<file path="src/rtl/mac_reduce_acc_pkg.sv">
// rtl/mac_reduce_acc_pkg.sv - Q-format defaults, FSM encodings and sizing helper for mac_reduce_acc
package mac_reduce_acc_pkg;

  localparam int DEF_WIDTH = 32;
  localparam int DEF_FBITS = 24;
  localparam int DEF_N_REG = 31;
  localparam int DEF_LANES = 8;
  localparam int DEF_ACC_W = 48;

  localparam logic [1:0] ST_IDLE   = 2'd0;
  localparam logic [1:0] ST_REDUCE = 2'd1;
  localparam logic [1:0] ST_OUT    = 2'd2;

  function automatic int ncyc(input int n_reg, input int lanes);
    return (n_reg + lanes - 1) / lanes;
  endfunction

endpackage

</file>
<file path="src/rtl/mac_reduce_acc_sat_q.sv">
// rtl/mac_reduce_acc_sat_q.sv - combinational clip of a signed IN_W value to signed WIDTH
module sat_q #(
  parameter int IN_W  = 49,
  parameter int WIDTH = 32
) (
  input  logic signed [IN_W-1:0]  din,
  output logic        [WIDTH-1:0] dout,
  output logic                    sat
);

  localparam logic signed [IN_W-1:0] MAXV = {{(IN_W-WIDTH+1){1'b0}}, {(WIDTH-1){1'b1}}};
  localparam logic signed [IN_W-1:0] MINV = ~MAXV;

  always_comb begin
    dout = din[WIDTH-1:0];
    sat  = 1'b0;
    if (din > MAXV) begin
      dout = MAXV[WIDTH-1:0];
      sat  = 1'b1;
    end else if (din < MINV) begin
      dout = MINV[WIDTH-1:0];
      sat  = 1'b1;
    end
  end

endmodule

</file>
<file path="src/rtl/mac_reduce_acc.sv">
// rtl/mac_reduce_acc.sv - lane-group reduce and multi-beat accumulate with bias add and Q saturation
module mac_reduce_acc
  import mac_reduce_acc_pkg::*;
#(
  parameter int WIDTH = DEF_WIDTH,
  parameter int FBITS = DEF_FBITS,
  parameter int N_REG = DEF_N_REG,
  parameter int LANES = DEF_LANES,
  parameter int ACC_W = DEF_ACC_W
) (
  input  logic                   clk,
  input  logic                   rst_n,
  input  logic                   in_valid,
  output logic                   in_ready,
  input  logic                   in_last,
  input  logic [N_REG*WIDTH-1:0] all_mult,
  input  logic [WIDTH-1:0]       bias,
  output logic                   out_valid,
  input  logic                   out_ready,
  output logic [WIDTH-1:0]       out_data,
  output logic                   out_sat
);

  localparam int NCYC  = ncyc(N_REG, LANES);
  localparam int NPAD  = NCYC * LANES;
  localparam int IDX_W = $clog2(NPAD + 1);
  localparam logic [IDX_W-1:0] IDX_LAST = IDX_W'(NPAD - LANES);
  localparam logic [IDX_W-1:0] IDX_STEP = IDX_W'(LANES);

  logic [1:0]              state;
  logic [N_REG*WIDTH-1:0]  mult_q;
  logic                    last_q;
  logic [WIDTH-1:0]        bias_q;
  logic [IDX_W-1:0]        lane_idx;
  logic signed [ACC_W-1:0] acc;
  logic signed [ACC_W-1:0] grp_sum;
  logic signed [ACC_W-1:0] acc_next;
  logic signed [ACC_W:0]   s;
  logic [WIDTH-1:0]        sat_data;
  logic                    sat_flag;
  logic signed [ACC_W-1:0] terms [LANES];

  // The lane buffer shifts down one group per REDUCE cycle, so the adder always sees its low LANES lanes.
  for (genvar k = 0; k < LANES; k++) begin : g_lane
    if (k < N_REG) begin : g_live
      assign terms[k] = ACC_W'($signed(mult_q[k*WIDTH +: WIDTH]));
    end else begin : g_pad
      assign terms[k] = '0;
    end
  end

  always_comb begin
    grp_sum = '0;
    for (int i = 0; i < LANES; i++) begin
      grp_sum = grp_sum + terms[i];
    end
  end

  assign acc_next = acc + grp_sum;
  assign s        = (ACC_W+1)'(acc_next) + (ACC_W+1)'($signed(bias_q));

  // A degenerate Q format has no representable range, so every result is reported as clipped.
  if (FBITS < WIDTH && ACC_W >= WIDTH) begin : g_sat
    sat_q #(.IN_W(ACC_W+1), .WIDTH(WIDTH)) u_sat (
      .din  (s),
      .dout (sat_data),
      .sat  (sat_flag)
    );
  end else begin : g_bad_fmt
    assign sat_data = '0;
    assign sat_flag = 1'b1;
  end

  assign in_ready = rst_n && (state == ST_IDLE);

  always_ff @(posedge clk) begin
    if (!rst_n) begin
      state     <= ST_IDLE;
      acc       <= '0;
      lane_idx  <= '0;
      out_valid <= 1'b0;
      out_data  <= '0;
      out_sat   <= 1'b0;
    end else begin
      case (state)
        ST_IDLE: begin
          if (in_valid) begin
            mult_q   <= all_mult;
            last_q   <= in_last;
            if (in_last) bias_q <= bias;
            lane_idx <= '0;
            state    <= ST_REDUCE;
          end
        end
        ST_REDUCE: begin
          acc      <= acc_next;
          mult_q   <= mult_q >> (LANES * WIDTH);
          lane_idx <= lane_idx + IDX_STEP;
          if (lane_idx == IDX_LAST) begin
            if (last_q) begin
              out_valid <= 1'b1;
              out_data  <= sat_data;
              out_sat   <= sat_flag;
              state     <= ST_OUT;
            end else begin
              state <= ST_IDLE;
            end
          end
        end
        ST_OUT: begin
          if (out_ready) begin
            out_valid <= 1'b0;
            acc       <= '0;
            state     <= ST_IDLE;
          end
        end
        default: state <= ST_IDLE;
      endcase
    end
  end

endmodule

</file>
<file path="config.mk">
export PLATFORM = sky130hd
export DESIGN_NAME = mac_reduce_acc
export DESIGN_NICKNAME = d
export VERILOG_FILES = /design/src/rtl/mac_reduce_acc_pkg.sv /design/src/rtl/mac_reduce_acc_sat_q.sv /design/src/rtl/mac_reduce_acc.sv
export SDC_FILE = /design/constraint.sdc
export NUM_CORES = 2
export LEC_CHECK = 0
export ABC_AREA = 1
export CORE_AREA = 2 2 412 414
export CTS_BUF_LIST = sky130_fd_sc_hd__clkbuf_4 sky130_fd_sc_hd__clkbuf_8 sky130_fd_sc_hd__clkbuf_16
export DETAILED_ROUTE_END_ITERATION = 8
export DIE_AREA = 0 0 414 416
export GPL_TIMING_DRIVEN = 0
export PLACE_DENSITY_LB_ADDON = 0.08
export SLEW_MARGIN = 20
export SYNTH_ARGS = -nofsm -noshare
export SYNTH_HDL_FRONTEND = slang
export SYNTH_HIERARCHICAL = 1
export SYNTH_SLANG_ARGS = --single-unit
</file>
<file path="constraint.sdc">
create_clock -name clk -period 98 [get_ports clk]
set_clock_uncertainty 0.2 [all_clocks]
set_input_delay 24.5 -clock clk [delete_from_list [all_inputs] [get_ports clk]]
set_output_delay 24.5 -clock clk [all_outputs]
set_load 0.005 [all_outputs]
</file>
### Yosys cells after proc, flatten, opt, wreduce, memory -nomap -nowiden

Cells that the tools add are included.

| storage, ports and cells | value |
|---|---|
| register bits after elaboration | 1115 |

| operators by class | value |
|---|---|
| magnitude comparators | 2 |
| reduce and logical (&&, ||, !) cells | 12 |
| $add $sub $neg | 10 |
| equal/unequal tests | 7 |
| muxes and demuxes | 19 |

Operator list:

| cell | number |
|---|---|
| one-hot mux 992 bit (2 select lines) | 1 |
| two-way mux 992 bit | 1 |
| one-hot mux 48 bit (2 select lines) | 1 |
| two-way mux 32 bit | 2 |
| adder 48 x 32 -> 49 bit | 1 |
| > comparator 49 x 32 -> 1 bit, second input constant | 1 |
| < comparator 49 x 32 -> 1 bit, second input constant | 1 |
| adder 48 x 39 -> 48 bit | 1 |
| two-way mux 48 bit | 1 |
| adder 38 x 32 -> 39 bit | 1 |
| adder 37 x 32 -> 38 bit | 1 |
| adder 36 x 32 -> 37 bit | 1 |
| adder 35 x 32 -> 36 bit | 1 |
| adder 34 x 32 -> 35 bit | 1 |
| adder 33 x 32 -> 34 bit | 1 |
| adder 32 x 32 -> 33 bit | 1 |
| one-hot mux 6 bit (2 select lines) | 1 |
| AND reduction 3 bit | 4 |
| two-way mux 2 bit | 4 |
| != test 2 bit, second input constant | 4 |
| AND reduction 4 bit | 2 |
| adder 6 x 4 -> 6 bit, second input constant | 1 |
| equality test 6 x 5 -> 1 bit, second input constant | 1 |
| two-way mux 6 bit | 1 |
| other kinds (9) | 15 |

### Longest topological paths before layout

| logic depth | value |
|---|---|
| depth after elaboration | 12 |
| mapped depth | 44 |
| depth with buffers taken out | 43 |

### Hierarchy

The synthesis kept the hierarchy.

By module, submodules not included:

| module | area each (um2) | cells each | instances | sequential area each (um2) |
|---|---|---|---|---|
| mac_reduce_acc | 59672.2 | 6516 | 1 | 32521.2 |
| sat_q | 773.2 | 157 | 1 | 0.0 |

### Worst setup path after synthesis

No wires, ideal clock.

| timing | value |
|---|---|
| path kind | in2reg |
| start | input rst_n |
| end | register mult_q[0], enable pin |
| path buffers | 2 |
| stages | 4 |
| data required time | 95.408 ns |
| slack | 29.263 ns |
| data arrival time | 66.146 ns |
| path through | clkbuf_1 inv_2 buf_1 nor2_1 |

| on the way | value |
|---|---|
| longest elaborated chain between the ends | 1 |

Ends and longest elaborated chain:

| what | RTL line | text |
|---|---|---|
| from (decl) | mac_reduce_acc.sv:12 | `input logic rst_n,` |
| AND reduction 3 bit (no line) | n/a |  |
| to (signal assigned) | mac_reduce_acc.sv:88 | `mult_q <= all_mult;` |
| to (signal assigned) | mac_reduce_acc.sv:97 | `mult_q <= mult_q >> (LANES * WIDTH);` |
| to (decl) | mac_reduce_acc.sv:31 | `logic [N_REG*WIDTH-1:0] mult_q;` |

Every way passes these cells.
A chain may end at the register's enable or synchronous reset.

### Worst setup path in the final report

| timing | value |
|---|---|
| start | input rst_n |
| end | output in_ready |

| on the way | value |
|---|---|
| longest elaborated chain between the ends | 1 |

Ends and longest elaborated chain:

| what | RTL line | text |
|---|---|---|
| logical AND 1 bit | mac_reduce_acc.sv:74 | `assign in_ready = rst_n && (state == ST_IDLE);` |
| to (decl) | mac_reduce_acc.sv:14 | `output logic in_ready,` |

Every way passes these cells.

==> reports/metrics.csv <==
stage,metric,value,unit
run_status,status,completed,
place,post-detail-place hpwl,215,mm
finish,post-layout utilization of the core,47.3,%
timing,post-route minimum period,51.40,ns
clocking,clock root cell,sky130_fd_sc_hd__clkbuf_16,
timing,relative slew slack,22.8,%
timing,share of the clock period used by the worst path after layout,52.4,%
global_routing,total gr overflow,0,
timing,setup_tns,0,ns
routing,Iter 0 DRT Violations,3453,
min_path,source of the worst hold timing path,acc[46],
critical_path,worst flop-to-flop path startpoint,mult_q[31],
critical_path,"Arr. time, crit path",26.70,ns
clocking,later-pin clock latency in the skew report,0.77,ns
routing,via count,48021,
clocking,number of buffers on the longest clock path,3,
timing,unrepaired setup endpoints after global routing,no,
timing,worst-case setup margin in the final layout,46.60,ns
critical_path,cell depth of the worst flop-to-flop path,38,
routing,post-DR wirelength/cell,24.4,um
clocking,H-Tree Depth,4,
global_routing,via count of the first global-routing pass,48821,
critical_path,Worst R2R Setup Slack,88.72,ns
die,Horiz. Die Dim,414,um
synth,count of distinct cell types in the synthesized netlist,49,
min_path,sink of the worst hold path,acc[46],
timing,"Hold Vio Cnt, Final",0,
global_routing,global-route wire length before repair,348,mm
routing,vias per std cell,4.66,
global_routing,initial antenna violation count,129,
die,full die area,172000,um2
min_path,number of cells on the worst hold path,2,
die,num ports,1064,
run,Max-Cap Viols,0,
routing,1st-pass router iterations,6,
critical_path,worst endpoint required time,73.30,ns
routing,number of DRC violations after detailed routing,0,
finish,area of all placed cells without fillers,79500,um2
place,Port Buf Inserts,1062,
clocking,"Reg clk slew, reported paths",0.06,ns
finish,number of nets in the final layout,9332,
synth,post-synthesis area per instance,9.06,um2
clocking,TritonCTS clock tree,built,
synth,Synth Register Bits,1112,
clocking,CTS sink count,1112,
die,row count,151,
synth,sequential fraction of the synthesis area,53.8,%
min_path,Tightest Hold Check Type,reg -> reg,
finish,proportion of layout cells with a drive suffix above 1,5.22,%
timing,upper clock frequency limit,0.0195,GHz
timing,slew at the pin with the worst max-slew slack,1.16,ns
synth,netlist area before placement,60400,um2
clocking,CTS-repair resized insts,0,
clocking,CTS Hold Buffers Added,0,
clocking,number of CTS-inserted buffers,132,
synth,number of standard cells after synthesis,6673,
place,area of placed instances,75000,um2
critical_path,reg2reg end,out_data[26],
global_routing,total routing usage reported by global routing,28.8,%
routing,final wirelength,251,mm
die,y dimension of the die,416,um
synth,nets in the synthesized netlist,8087,
critical_path,element type at the critical path start,input port,
global_routing,maximum number of pins on one net before global-route repair,30,
timing,number of pins with negative max-slew slack in the final report,0,
timing,Setup-failing EPs final,0,
critical_path,classification of the worst setup path,in -> out,
finish,area growth from synthesis to layout,31.5,%
clocking,setup fix buffers added after clock tree synthesis,0,
place,final weighted congestion in routability-driven placement,0.947,
routing,post-detailed-route count of antenna-violating nets,0,
die,initial standard-cell utilization of the core,35.9,%
place,minimum setup slack after placement,46.56,ns
die,Placeable Area,168000,um2
critical_path,critical path endpoint category,primary output,
critical_path,maximum net fanout on the critical path,10,
synth,number of warnings issued by yosys,6,
## synthesized netlist by cell type (all sizes together)
master | n | area [um2]
nand4 | 18 | 113
o21a | 2 | 15.0
a21oi | 162 | 822
a211oi | 1 | 7.51
buf | 45 | 299
nor2 | 527 | 2110
o211ai | 3 | 36.3
o21ai | 79 | 403
o221ai | 1 | 8.76
and3 | 1 | 6.26
and2 | 24 | 150
inv | 967 | 3630
a31oi | 3 | 18.8
xor2 | 54 | 510
nor4 | 1 | 6.26
or2 | 3 | 18.8
nor3 | 20 | 100
nand3b | 4 | 30.0
nand2b | 2 | 12.5
xnor2 | 19 | 166
clkbuf | 178 | 668
nand2 | 2931 | 11100
a21boi | 2 | 15.0
fa | 282 | 5650
o21bai | 18 | 139
edfxtp | 1025 | 30800
dfxtp | 87 | 1740
nand3 | 106 | 558
ha | 103 | 1290
a21o | 5 | 37.5
## metrics by stage
| step | hold WS (ns) | instances |
|---|---|---|
| floorplan | 0.248 | 6673 |
| global placement | 0.263 | 9953 |
| global route | 0.305 | 10287 |
| finish | 0.283 | 10303 |
| CTS | 0.281 | 10241 |
| detailed placement | 0.273 | 10002 |
## layout make-up
cell class,count,area (um2)
timing repair buffer,1111,11800
sequential,1112,32500
clock inverter,71,624
clock buffer,168,3690
buffer,223,975
tap,2218,2780
antenna,62,155
multi-input combinational,4371,23300
fill,16494,88700
inverter,967,3630
## cell families (layout without fill, tap and decap cells)
group	after synthesis	in the layout	synth area share (%)
AO/OA/AOI/OAI	276	276	2.49
buffers and inverters	1190	2540	7.61
adder cells (fa/ha/maj)	385	385	11.5
XOR/XNOR	73	73	1.12
other	0	62	0
flip-flops	1112	1112	53.8
AND/OR/NAND/NOR	3637	3637	23.5
## how the worst max path moves through the flow
stage          start  cells after the start     endpoint  slack [ns]
6_report       rst_n                      5     in_ready       46.60
3_3_place_gp   rst_n                      4  mult_q[835]        8.42
3_5_place_dp   rst_n                      5     in_ready       46.56
5_1_grt        rst_n                      5     in_ready       46.50
2_1_floorplan  rst_n                      4    mult_q[0]       29.26
4_1_cts        rst_n                      5     in_ready       46.55
## worst max-delay path: stages
cell and delay [ns]:
sky130_fd_sc_hd__clkbuf_1 0.29, sky130_fd_sc_hd__inv_2 0.45, sky130_fd_sc_hd__buf_1 0.80, sky130_fd_sc_hd__nor2_1 0.12, sky130_fd_sc_hd__clkdlybuf4s50_1 0.53
## cells in the final DEF, fill, tap and decap left out, types with 44 or more instances in the layout
master / instances
sky130_fd_sc_hd__a21oi_1: 159
sky130_fd_sc_hd__clkbuf_1: 172
sky130_fd_sc_hd__clkbuf_16: 136
sky130_fd_sc_hd__clkdlybuf4s50_1: 1062
sky130_fd_sc_hd__dfxtp_1: 87
sky130_fd_sc_hd__diode_2: 62
sky130_fd_sc_hd__edfxtp_1: 1025
sky130_fd_sc_hd__fa_1: 282
sky130_fd_sc_hd__ha_1: 103
sky130_fd_sc_hd__inv_1: 960
sky130_fd_sc_hd__nand2_1: 2890
sky130_fd_sc_hd__nand3_1: 102
sky130_fd_sc_hd__nor2_1: 479
sky130_fd_sc_hd__nor2_2: 44
sky130_fd_sc_hd__o21ai_0: 45
sky130_fd_sc_hd__xor2_1: 49
## per-layer routing
metal / GRT usage, % / wire length [um]
met4: 10.4 / 9110
met1: 34.0 / 98900
met2: 51.7 / 129000
met3: 5.83 / 13600
met5: 0 / 479
## flip-flops by register name, summed over array words and instances (netlist names), 2 cells and up
register,flops
mult_q,992
acc,48
bias_q,32
out_data,32
lane_idx,3
state,2
Power is not shown: default switching activity piles up to over one toggle a cycle in this logic, so the estimate is an artifact.
